===== src/rtl/wordline_scan_encoder_if.sv =====
// Handshake bundle between wordline_scan_encoder and its controller/consumer.
// The encoder uses the slave side; the requester/consumer uses the master side.
interface wordline_scan_encoder_if;
    logic        Start;
    logic [15:0] Mask;
    logic        Abort;
    logic [3:0]  RegId;
    logic        IdValid;
    logic        IdReady;
    logic        Busy;
    logic        Done;
    logic [4:0]  Count;

    modport master (
        output Start, Mask, Abort, IdReady,
        input  RegId, IdValid, Busy, Done, Count
    );

    modport slave (
        input  Start, Mask, Abort, IdReady,
        output RegId, IdValid, Busy, Done, Count
    );
endinterface


===== src/rtl/wordline_scan_encoder.sv =====
// Sequential 16-to-4 encoder: walks a wordline mask and emits the register ID
// of each set bit, lowest index first, one per IdValid/IdReady handshake.
module wordline_scan_encoder (
    input  logic                    clk,
    input  logic                    rst,
    wordline_scan_encoder_if.slave  bus
);

    typedef enum logic [1:0] {
        IDLE = 2'd0,
        SCAN = 2'd1,
        DONE = 2'd2
    } state_e;

    state_e      state_q, state_d;
    logic [15:0] pending_q, pending_d;
    logic [4:0]  count_q, count_d;
    logic [3:0]  low_idx;
    logic [15:0] pending_cleared;

    // Descending loop so the last hit, i.e. the lowest set bit, wins.
    always_comb begin
        low_idx = 4'd0;
        for (int i = 15; i >= 0; i--) begin
            if (pending_q[i]) low_idx = 4'(i);
        end
    end

    // x & (x-1) drops exactly the lowest set bit, the one currently presented.
    assign pending_cleared = pending_q & (pending_q - 16'd1);

    // NOTE: every signal gets a default before the case so no path leaves it
    // unassigned, which would otherwise infer a latch.
    always_comb begin
        state_d     = state_q;
        pending_d   = pending_q;
        count_d     = count_q;
        bus.RegId   = 4'd0;
        bus.IdValid = 1'b0;
        bus.Busy    = 1'b0;
        bus.Done    = 1'b0;

        unique case (state_q)
            IDLE: begin
                if (bus.Start) begin
                    pending_d = bus.Mask;
                    count_d   = 5'd0;
                    state_d   = (bus.Mask != 16'd0) ? SCAN : DONE;
                end
            end
            SCAN: begin
                bus.IdValid = 1'b1;
                bus.Busy    = 1'b1;
                bus.RegId   = low_idx;
                // Abort wins over a coincident handshake: that ID is not counted.
                if (bus.Abort) begin
                    pending_d = 16'd0;
                    state_d   = IDLE;
                end else if (bus.IdReady) begin
                    pending_d = pending_cleared;
                    count_d   = count_q + 5'd1;
                    if (pending_cleared == 16'd0) state_d = DONE;
                end
            end
            DONE: begin
                bus.Busy = 1'b1;
                bus.Done = 1'b1;
                state_d  = IDLE;
            end
            default: state_d = IDLE;
        endcase
    end

    // NOTE: state registers use non-blocking assignments so every flop samples
    // the pre-edge values, independent of statement order.
    always_ff @(posedge clk) begin
        if (rst) begin
            state_q   <= IDLE;
            pending_q <= 16'd0;
            count_q   <= 5'd0;
        end else begin
            state_q   <= state_d;
            pending_q <= pending_d;
            count_q   <= count_d;
        end
    end

    assign bus.Count = count_q;

endmodule

===== src/flat_wrapper.sv =====
// flat-port wrapper written by rule: the top's interface ports become plain ports
module wordline_scan_encoder_flat 
  (clk, rst, bus_Start, bus_Mask, bus_Abort, bus_IdReady, bus_RegId, bus_IdValid, bus_Busy, bus_Done, bus_Count);
  wordline_scan_encoder_if bus_i ();
  input  logic clk;
  input  logic rst;
  input wire logic [$bits(bus_i.Start)-1:0] bus_Start;
  input wire logic [$bits(bus_i.Mask)-1:0] bus_Mask;
  input wire logic [$bits(bus_i.Abort)-1:0] bus_Abort;
  input wire logic [$bits(bus_i.IdReady)-1:0] bus_IdReady;
  output wire logic [$bits(bus_i.RegId)-1:0] bus_RegId;
  output wire logic [$bits(bus_i.IdValid)-1:0] bus_IdValid;
  output wire logic [$bits(bus_i.Busy)-1:0] bus_Busy;
  output wire logic [$bits(bus_i.Done)-1:0] bus_Done;
  output wire logic [$bits(bus_i.Count)-1:0] bus_Count;
  assign bus_i.Start = bus_Start;
  assign bus_i.Mask = bus_Mask;
  assign bus_i.Abort = bus_Abort;
  assign bus_i.IdReady = bus_IdReady;
  assign bus_RegId = bus_i.RegId;
  assign bus_IdValid = bus_i.IdValid;
  assign bus_Busy = bus_i.Busy;
  assign bus_Done = bus_i.Done;
  assign bus_Count = bus_i.Count;
  wordline_scan_encoder u_core (.clk(clk), .rst(rst), .bus(bus_i));
endmodule

===== config.mk =====
export PLATFORM = sky130hd
export DESIGN_NAME = wordline_scan_encoder_flat
export DESIGN_NICKNAME = d
export VERILOG_FILES = /design/src/rtl/wordline_scan_encoder_if.sv /design/src/rtl/wordline_scan_encoder.sv /design/src/flat_wrapper.sv
export SDC_FILE = /design/constraint.sdc
export NUM_CORES = 1
export LEC_CHECK = 0
export BUFFER_PORTS_ARGS = -buffer_cell sky130_fd_sc_hd__buf_2
export CAP_MARGIN = 10
export CORE_ASPECT_RATIO = 0.5
export CORE_MARGIN = 1
export CORE_UTILIZATION = 49
export CTS_CLUSTER_DIAMETER = 200
export DETAILED_ROUTE_END_ITERATION = 6
export PLACE_DENSITY_LB_ADDON = 0.05
export SLEW_MARGIN = 0
export SYNTH_ARGS = -nofsm -noshare
export SYNTH_HDL_FRONTEND = slang
export SYNTH_SLANG_ARGS = --single-unit

===== constraint.sdc =====
create_clock -name clk -period 3.92 [get_ports clk]
set_input_delay 0.784 -clock clk [delete_from_list [all_inputs] [get_ports clk]]
set_output_delay 0.784 -clock clk [all_outputs]
set_load 0.05 [all_outputs]

# ---- Word-level counts from Yosys, hierarchy flattened
# Index checks and enable logic that the tools add are counted.
dict set report op_classes {
  reduce_logical 8
  n_bitwise 1
  n_eq_ne 7
  n_mux 34
  n_addsub 2
}
# op n
set ops {}
lappend ops {{4-bit two-way mux} 17}
lappend ops {{16-bit two-way mux} 3}
lappend ops {{16-bit case mux with 2 select lines} 1}
lappend ops {{16-bit AND} 1}
lappend ops {{16-bit logical NOT} 1}
lappend ops {{16-bit nonzero test} 1}
lappend ops {{16-bit by 1-bit subtractor with 16-bit output, second input constant} 1}
lappend ops {{5-bit two-way mux} 3}
lappend ops {{2-bit two-way mux} 5}
lappend ops {{5-bit case mux with 2 select lines} 1}
lappend ops {{2-bit inequality test, second input constant} 3}
lappend ops {{3-bit AND reduction} 2}
lappend ops {{5-bit by 1-bit adder with 5-bit output, second input constant} 1}
lappend ops {{2-bit case mux with 2 select lines} 1}
lappend ops {{4-bit AND reduction} 1}
lappend ops {{1-bit two-way mux} 3}
lappend ops {{3-bit by 2-bit inequality test with 1-bit output, second input constant} 1}
lappend ops {{3-bit inequality test, second input constant} 1}
lappend ops {{2-bit by 1-bit == test with 1-bit output, second input constant} 1}
lappend ops {{2-bit == test, second input constant} 1}
lappend ops {{2-bit logical NOT} 1}
lappend ops {{2-bit nonzero test} 1}
lappend ops {{2-bit OR reduction} 1}
dict set report word_totals {
  elab_cells 55
  in_bits 21
  reg_bits 23
}

# ---- Depth between registers and ports, before layout
# Gate-level depths: netlist of the first run.
dict set report depth {
  depth_word 17
  depth_mapped 9
  ltp_nobuf 8
}

# ---- Least setup slack after synthesis of the first run
# OpenSTA, ideal clock, no wires.
dict set report synth_path {
  path_type {reg2out}
  from {register u_core.state_q[1]}
  to {output bus_RegId[1]}
  path_stages_with_launch 5
  path_slack_ps 849
  path_buffers 0
  t_arrival_ps 2287
  path_cell_list {dfxtp_1 > inv_1 > ha_1 > and2b_1 > nor3b_1}
}
dict set report synth_between {
  elab_chain_len 2
}
# element line
set synth_lines {}
lappend synth_lines {{start, declared} wordline_scan_encoder.sv:15} ;# state_e state_q, state_d;
lappend synth_lines {{start signal, assigned} wordline_scan_encoder.sv:82} ;# state_q <= state_d;
lappend synth_lines {{2-bit by 1-bit == test with 1-bit output} wordline_scan_encoder.sv:43} ;# unique case (state_q)
lappend synth_lines {{4-bit two-way mux} wordline_scan_encoder.sv:43}
lappend synth_lines {{end, declared} flat_wrapper.sv:11} ;# output wire logic [$bits(bus_i.RegId)-1:0] bus_RegId;
# Every way passes these cells.

# ---- Final worst setup path of the first run
dict set report layout_path {
  from {register u_core.pending_q[0]}
  to {output bus_RegId[3]}
}
dict set report layout_between {
  elab_chain_len 2
}
# element line
set layout_lines {}
lappend layout_lines {{start, declared} wordline_scan_encoder.sv:16} ;# logic [15:0] pending_q, pending_d;
lappend layout_lines {{start signal, assigned} wordline_scan_encoder.sv:83} ;# pending_q <= pending_d;
lappend layout_lines {{4-bit two-way mux} wordline_scan_encoder.sv:25} ;# if (pending_q[i]) low_idx = 4'(i);
lappend layout_lines {{4-bit two-way mux} wordline_scan_encoder.sv:43}
# Every way passes these cells.

==> summary by stage, run 1 <==
Run status
The run finished with clean final reports.

Clock network
The clock-pin slew on the worst setup and hold paths is 0.09 ns. CTS built an H-tree with a depth of 1. The number of hold buffers added after cts is 0.

The latest clock arrival within the worst-skew pair is 0.27 ns. The number of clock sinks is 23. The buffer cell driving the clock tree root is clkbuf_8. The TritonCTS clock tree is yes. Post-CTS timing repair inserted 0 buffers for setup. The CTS buffer count is 3. The longest clock path from root to sink contains 2 buffers. Gates resized during post-CTS repair numbered 0.

Power
In this run, flip-flops and latches consume 28.7% of the power. The clock network is responsible for 12.1% of the overall power. The leakage dissipation is 0.703 nW.

The switching component of the power is 648 uW. The cell internal power dissipation is 623 uW. Combinational logic burns 59.1% of the power. Across the VDD grid, the largest voltage drop is 0.000411 V.

Power spread over the standard cell area amounts to 757 mW/mm^2. Of the total power, the share spent switching nets is 51.0%. The completed layout was analyzed and its total power is 1.27 mW.

Die
The floorplan step set the die width to 80.2 um. The total number of placement rows is 13. The area of the die is 0.00330 sq mm. The I/O pin count is 33. The core box area is 0.00275 sq mm. For this configuration, the core starts out at a cell density of 54.5%. The die height is 41.1 um.

Cells and area
The top cell types in the final layout, fill and taps aside, are 34 x nor2_1, 32 x buf_2, 23 x dfxtp_1. From synthesis to final layout, the design area changed by 11.9%. The final cell area excluding filler cells is 0.00168 sq mm.

Cells with a size suffix above 1 make up 20.9% of the layout. The finished layout holds 252 standard cells, fillers aside. At the end of the flow, the number of nets in the layout was 241. The antenna diode instance count is 0. The library cell used most frequently in the layout, excluding fill and tap cells, is nor2_1.

Synth
The post-synth net total is 218. The synthesized netlist occupies a cell area of 0.00150 sq mm. In this run, distinct cell masters in the synthesized netlist total 44. Yosys printed 0 warnings. The number of enable-type register cells in the synthesized netlist is 0. The sequential fraction of the synthesis area is 30.7%. The number of flip-flops and latches in the synthesized netlist is 23. The cell count after synthesis is 193. Counting flops with an async set or reset pin after synthesis yields a share of 0%. The commonest register cell after synthesis is dfxtp_1. After synthesis, the mean cell area works out to 7.77 sq um.

Min path
The beginning of the worst hold path is u_core.state_q[0]$_SDFFE_PP0P_. The class of the worst hold path is flop to flop.

Route
The post-route antenna net violation count is 0. Using the TritonRoute via totals, the vias-per-cell ratio works out to 6.05. Summed over all layers, the routed wires come to 3850 um. The number of iterations in the first detailed-routing pass is 5. The first-iteration detailed-routing DRC count is 94. For this run, design rule violations remaining after detail routing come to 0. Dividing the detail-routed wire length by the instance count gives 15.3 um. Summing over every cut layer, the via total after detailed routing is 1,525.

STA
The worst path needs 2.86 ns of the cycle, external delays included. The final critical-path share of the clock period is 73.0%. In this run the tightest slew margin relative to its limit is 46.9%. On the final layout, the worst clock skew is 0.00313 ns.

The post-route setup TNS is 0 ns. The slew of the pin with the lowest slew margin is 0.794 ns. The number of endpoints with negative hold slack in the final report is 0. Once routing completed, OpenROAD measured the worst setup slack at 1.06 ns. Setup violations remaining at the end of the flow were counted as 0.

Setup repair after global routing left no endpoint under its margin. For this run, the top clock speed supported by timing is 350 MHz. The final max-slew violation count is 0.

Worst setup path
The launching point of the worst reg2reg path is u_core.state_q[1]$_SDFFE_PP0P_. The worst path required time is 3.14 ns. Of all nets on the critical path, the largest fanout is 9. The startpoint kind of the worst setup timing path is a flop. The most critical setup path has its startpoint at u_core.pending_q[0]$_SDFFE_PP0P_. For the worst setup path, the data arrival time is 2.08 ns. The critical path is of the flop to primary output type. The worst setup path is captured at a primary output.

Placement
At the placement stage, the worst setup path has a slack of 1.35 ns. The placed cell count is 248. Routability-driven placement finished with a final weighted congestion of 0.906.

The post-DP HPWL is 2800 um. The placed instances occupy a cell area of 0.00163 sq mm. In this run the tool buffered the top-level ports with 32 buffer cells.

Global routing
The via count of the first global-routing pass came to 1,239. The number of antenna violations at the first check in global routing came to 0. In the global route stage, overall resource usage came out at 25.4%. Entering global routing, the biggest net connects 19 pins.

The first global-routing pass estimated 6000 um of wire. For this run the aggregate overflow at the end of global routing stands at 0.

Flow run
The number of maximum-capacitance constraint violations is 0.
==> power groups by stage <==
stage	Sequential, mW	Combinational, mW	Clock, mW
finish	0.365	0.751	0.154
global route	0.375	0.823	0.167
CTS	0.362	0.744	0.156
detailed placement	0.366	0.740	0
global placement	0.367	0.731	0
floorplan	0.325	0.650	0
==> cells in the mapped netlist, types with 2 or more instances <==
cell      instances  share of area [%]
ha_1              4                3.3
a22oi_1          14                7.0
nor4_1            7                2.9
inv_1             8                2.0
nand3_1           2               0.67
and3_1            2               0.83
nor3b_1           3                1.5
buf_6             3                2.3
buf_2             2               0.67
o21ai_0          19                6.3
nand2_1           8                2.0
nor3_1            9                3.0
nand4_1           3                1.3
a21oi_1           7                2.3
nand2b_1          3                1.3
nor2_1           34                8.5
nor4_2            2                1.7
mux2i_1           2                1.3
clkbuf_1          9                2.3
xor2_1            3                1.8
a211oi_1          4                2.0
dfxtp_1          23                 31
==> stage by stage <==
step	hold slack, ns	util [%]
after global placement	0.470	59.4
after CTS	0.505	61.0
after floorplan	0.452	-
after global routing	0.545	61.0
final	0.509	61.0
after detailed placement	0.488	59.4
==> flip-flops by register name (all words and copies together) (netlist names) <==
signal,count
u_core.state_q,2
u_core.pending_q,16
u_core.bus.Count,5
==> final timing paths <==
check                                                         end  slack (ns)  depth (start not counted)
worst min register to register     u_core.state_q[0]$_SDFFE_PP0P_        0.51                          2
worst max-delay path                                 bus_RegId[3]        1.06                          4
worst max register to register  u_core.pending_q[14]$_SDFFE_PP0P_        1.39                          8
worst min-delay path               u_core.state_q[0]$_SDFFE_PP0P_        0.51                          2
==> layer usage <==
layer | part of all wire [%] | global-route usage, % | wire length [um]
met1 | 50 | 35.1 | 1930
met2 | 42 | 42.1 | 1630
met3 | 7.6 | 5.78 | 293
met4 | 0.16 | 3.13 | 6
met5 | 0 | 0 | 0
==> cells by family (layout without fill, tap and decap cells) <==
| kind of cell | Yosys count | after routing | synth area share, % |
|---|---|---|---|
| simple gates | 82 | 82 | 28.3 |
| compound gates | 55 | 55 | 26.5 |
| flops | 23 | 23 | 30.7 |
| buf+inv | 23 | 45 | 7.43 |
| fa+ha+maj | 4 | 4 | 3.34 |
| xor+xnor | 4 | 4 | 2.34 |
| mux | 2 | 2 | 1.34 |
==> final cells by class <==
cell class,instances,area (sq um)
clock buffers,3,41.3
repair buffers,33,168
multi-input cells,147,927
clock inverters,1,5.00
inverters,8,30.0
well taps,37,46.3
fillers,261,1070
flip-flops and latches,23,460
==> critical path: stages (launching register included) <==
cell and delay, ns:
dfxtp_1 0.40, or4_4 0.64, nor3_1 0.29, and3_1 0.22, buf_2 0.26
No activity file was read; power rests on OpenSTA's default activity.
==> run 2, diff against run 1 <==
clock period = 3 ns   (was 3.92 ns; I/O delays follow)
==> run 2 against run 1 <==
Worst hold slack better by 0.0037 ns; critical path type unchanged; global-route usage rose by 0.79 points; combinational power increased by 33%; power is 33% higher; non-clock buffer count increased by 1; critical endpoint unchanged; largest power group unchanged; die area is the same; cell count up 0.40%; register-to-register slack worse by 0.65 ns.
==> summary by stage, run 2 (synthesis results as in run 1) <==
Cells and area
The number of inserted filler cells in the final layout is 267 (+2.3%). From synthesis to final layout, the design area changed by 12.4%. The top cell types in the final layout, fill and taps aside, are 34 x nor2_1, 32 x buf_2, 23 x dfxtp_1. The library cell used most frequently in the layout, excluding fill and tap cells, is nor2_1.

The antenna diode instance count is 0 (unchanged). The post-layout net count is 242 (+0.41%). The number of flip-flops in the largest register is 16 (unchanged).

The register with the highest flop count is u_core.pending_q. The share of final-layout standard cells stronger than drive strength 1 is 21.3% (+0.37 points). The final cell area excluding filler cells is 0.00169 sq mm (+0.45%).

Clock network
The number of clock sinks is 23 (unchanged). The latest clock arrival within the worst-skew pair came to 0.27 ns (about the same). The clock-pin slew on the worst setup and hold paths is 0.09 ns (about the same).

The number of buffers on the longest clock path came to 2 (unchanged). The CTS buffer count came to 3 (unchanged). The root buffer cell chosen for the clock tree is clkbuf_8. The number of buffers inserted to repair setup after CTS was 0 (unchanged).

The number of hold buffers added after cts is 0 (unchanged). The TritonCTS clock tree is yes. The total number of H-tree levels was 1 (unchanged).

The number of resized instances in the post-cts repair step is 0 (unchanged).

Die
The core box area is 0.00275 sq mm (unchanged). The die width is 80.2 um (unchanged). The die height is 41.1 um (unchanged). The area of the die is 0.00330 sq mm (unchanged). The initial cell density of the core is 54.5% (unchanged). The I/O pin count is 33 (unchanged). The total number of placement rows came to 13 (unchanged).

Min path
The number of instances on the worst hold path is 2 (unchanged). The end of the worst hold path is u_core.state_q[0]$_SDFFE_PP0P_. The startpoint identified for the worst hold timing path is u_core.state_q[0]$_SDFFE_PP0P_. The class of the worst hold path is flop to flop.

Power
The power per cell area is 1000 mW/mm^2 (+32%). The peak supply drop is 0.000618 V (+50%). The leakage dissipation is 0.708 nW (+0.69%).

STA
The number of setup violations in the final report is 0 (unchanged). The headroom to the max-slew limit was 57.2% (+10 points). The post-route setup TNS is 0 ns (unchanged). The maximum clock frequency is 382 MHz. The worst clock skew is 0.00382 ns (+0.000690 ns). The final critical-path share of the clock period is 87.3%.

The number of endpoints with negative hold slack in the final report is 0 (unchanged). The slew of the pin with the lowest slew margin was 0.641 ns (-0.153 ns). The final max-slew violation count is 0 (unchanged). Setup repair after global routing left no endpoint under its margin.

The clock period minus final worst setup slack is 2.62 ns.

Flow run
The number of maximum-capacitance constraint violations is 0 (unchanged).

Run status
The run finished with clean final reports.

Route
The number of iterations in the first detailed-routing pass is 5 (unchanged). The via density per instance is 6.10 (+0.85%). The post-route antenna net violation count is 0 (unchanged). The wire length per cell is 15.8 um (+3.3%). The first-iteration detailed-routing DRC count is 129 (+37%). The routed via count is 1,544 (+1.2%).

The total routed wirelength was 3990 um (+3.7%). The number of remaining DRC errors is 0 (unchanged).

Worst setup path
The largest incremental delay on the critical path is 0.64 ns (about the same). The worst path required time is 2.40 ns (-0.74 ns). The startpoint kind of the worst setup timing path is a flop. The launching point of the worst reg2reg path is u_core.pending_q[0]$_SDFFE_PP0P_. The category of the critical setup timing path is flop to primary output. The worst reg-to-reg setup slack came to 0.74 ns (-0.65 ns).

The largest individual stage delay along the critical path comes from the cell or4_4. Walking the worst path, the cells encountered are or4_4, nor3_1, and3_1, buf_2. The arrival time of the worst setup path came to 2.02 ns (-0.06 ns). The logic depth of the worst register-to-register path came to 6 (-2). The destination of the worst register-to-register timing path is u_core.state_q[0]$_SDFFE_PP0P_. The kind of capture point of the worst setup path is a primary output. The maximum net fanout on the critical path is 9 (unchanged).

Global routing
The combined global-route utilization of all metal layers was 26.1% (+0.79 points). The leftover overflow at the end of global routing is 0 (unchanged). The number of antenna violations at the first check in global routing was 0 (unchanged).

The via count of the first global-routing pass was 1,240 (+0.081%). The wire length of the first global-routing pass is 6080 um (+1.2%). The maximum number of pins on one net before global-route repair was 19 (unchanged).

Placement
The weighted congestion at the end of routability-driven global placement is 0.917 (+1.2%). The post-place instance area is 0.00164 sq mm (+0.46%). The total of buffers placed on input and output ports is 32 (unchanged). The post-DP HPWL is 2820 um (+0.61%).
[run 2: cell count changes in the layout (fill, tap and decap cells not counted)]
cell / before / now
buf_4: 1 / 2
[run 2: through the flow]
| step | hold slack [ns] | instances | util [%] | power [mW] | worst slack [ns] |
|---|---|---|---|---|---|
| floorplan | 0.452 | 193 | - | 1.27 | 0.113 |
| global placement | 0.468 | 249 | 59.6 | 1.46 | 0.728 |
| detailed placement | 0.496 | 249 | 59.6 | 1.47 | 0.698 |
| CTS | 0.515 | 253 | 61.3 | 1.67 | 0.378 |
| global route | 0.534 | 253 | 61.3 | 1.81 | 0.264 |
| finish | 0.513 | 253 | 61.3 | 1.69 | 0.381 |
[run 2: worst max path at each step]
stage | startpoint | to | slack [ns] | cells after the start
floorplan | u_core.state_q[1]$_SDFFE_PP0P_ | bus_RegId[1] | 0.11 | 4
global placement | u_core.pending_q[0]$_SDFFE_PP0P_ | bus_RegId[3] | 0.73 | 4
detailed placement | u_core.pending_q[0]$_SDFFE_PP0P_ | bus_RegId[3] | 0.70 | 4
CTS | u_core.pending_q[0]$_SDFFE_PP0P_ | bus_RegId[3] | 0.38 | 4
global route | u_core.pending_q[0]$_SDFFE_PP0P_ | bus_RegId[3] | 0.26 | 4
finish | u_core.pending_q[0]$_SDFFE_PP0P_ | bus_RegId[3] | 0.38 | 4
[run 2: layer usage]
layer	global-route usage (%)	share of wire, %
met1	35.4	48
met3	7.56	9.4
met5	0	0
met2	41.5	42
met4	6.70	0.35
[run 2: area by class of cell]
cell class,count,area (sq um),area share (%)
inverter,8,30.0,1.78
clock inverter,1,5.00,0.297
clock buffer,3,41.3,2.45
multi-input combinational,147,927,55.0
timing repair buffer,34,175,10.4
tap,37,46.3,2.75
sequential,23,460,27.3
[run 2: critical path, delay by kind of cell (launching register included)]
family | cells | cell delay, ns
buffers and inverters | 1 | 0.26
flip-flops | 1 | 0.40
AND/OR/NAND/NOR | 3 | 1.08
[run 2: report_power, final]
group,leakage (nW),switching (mW),internal [mW]
clock network,0.0255,0.110,0.0931
registers,0.188,0.115,0.365
logic,0.495,0.635,0.366
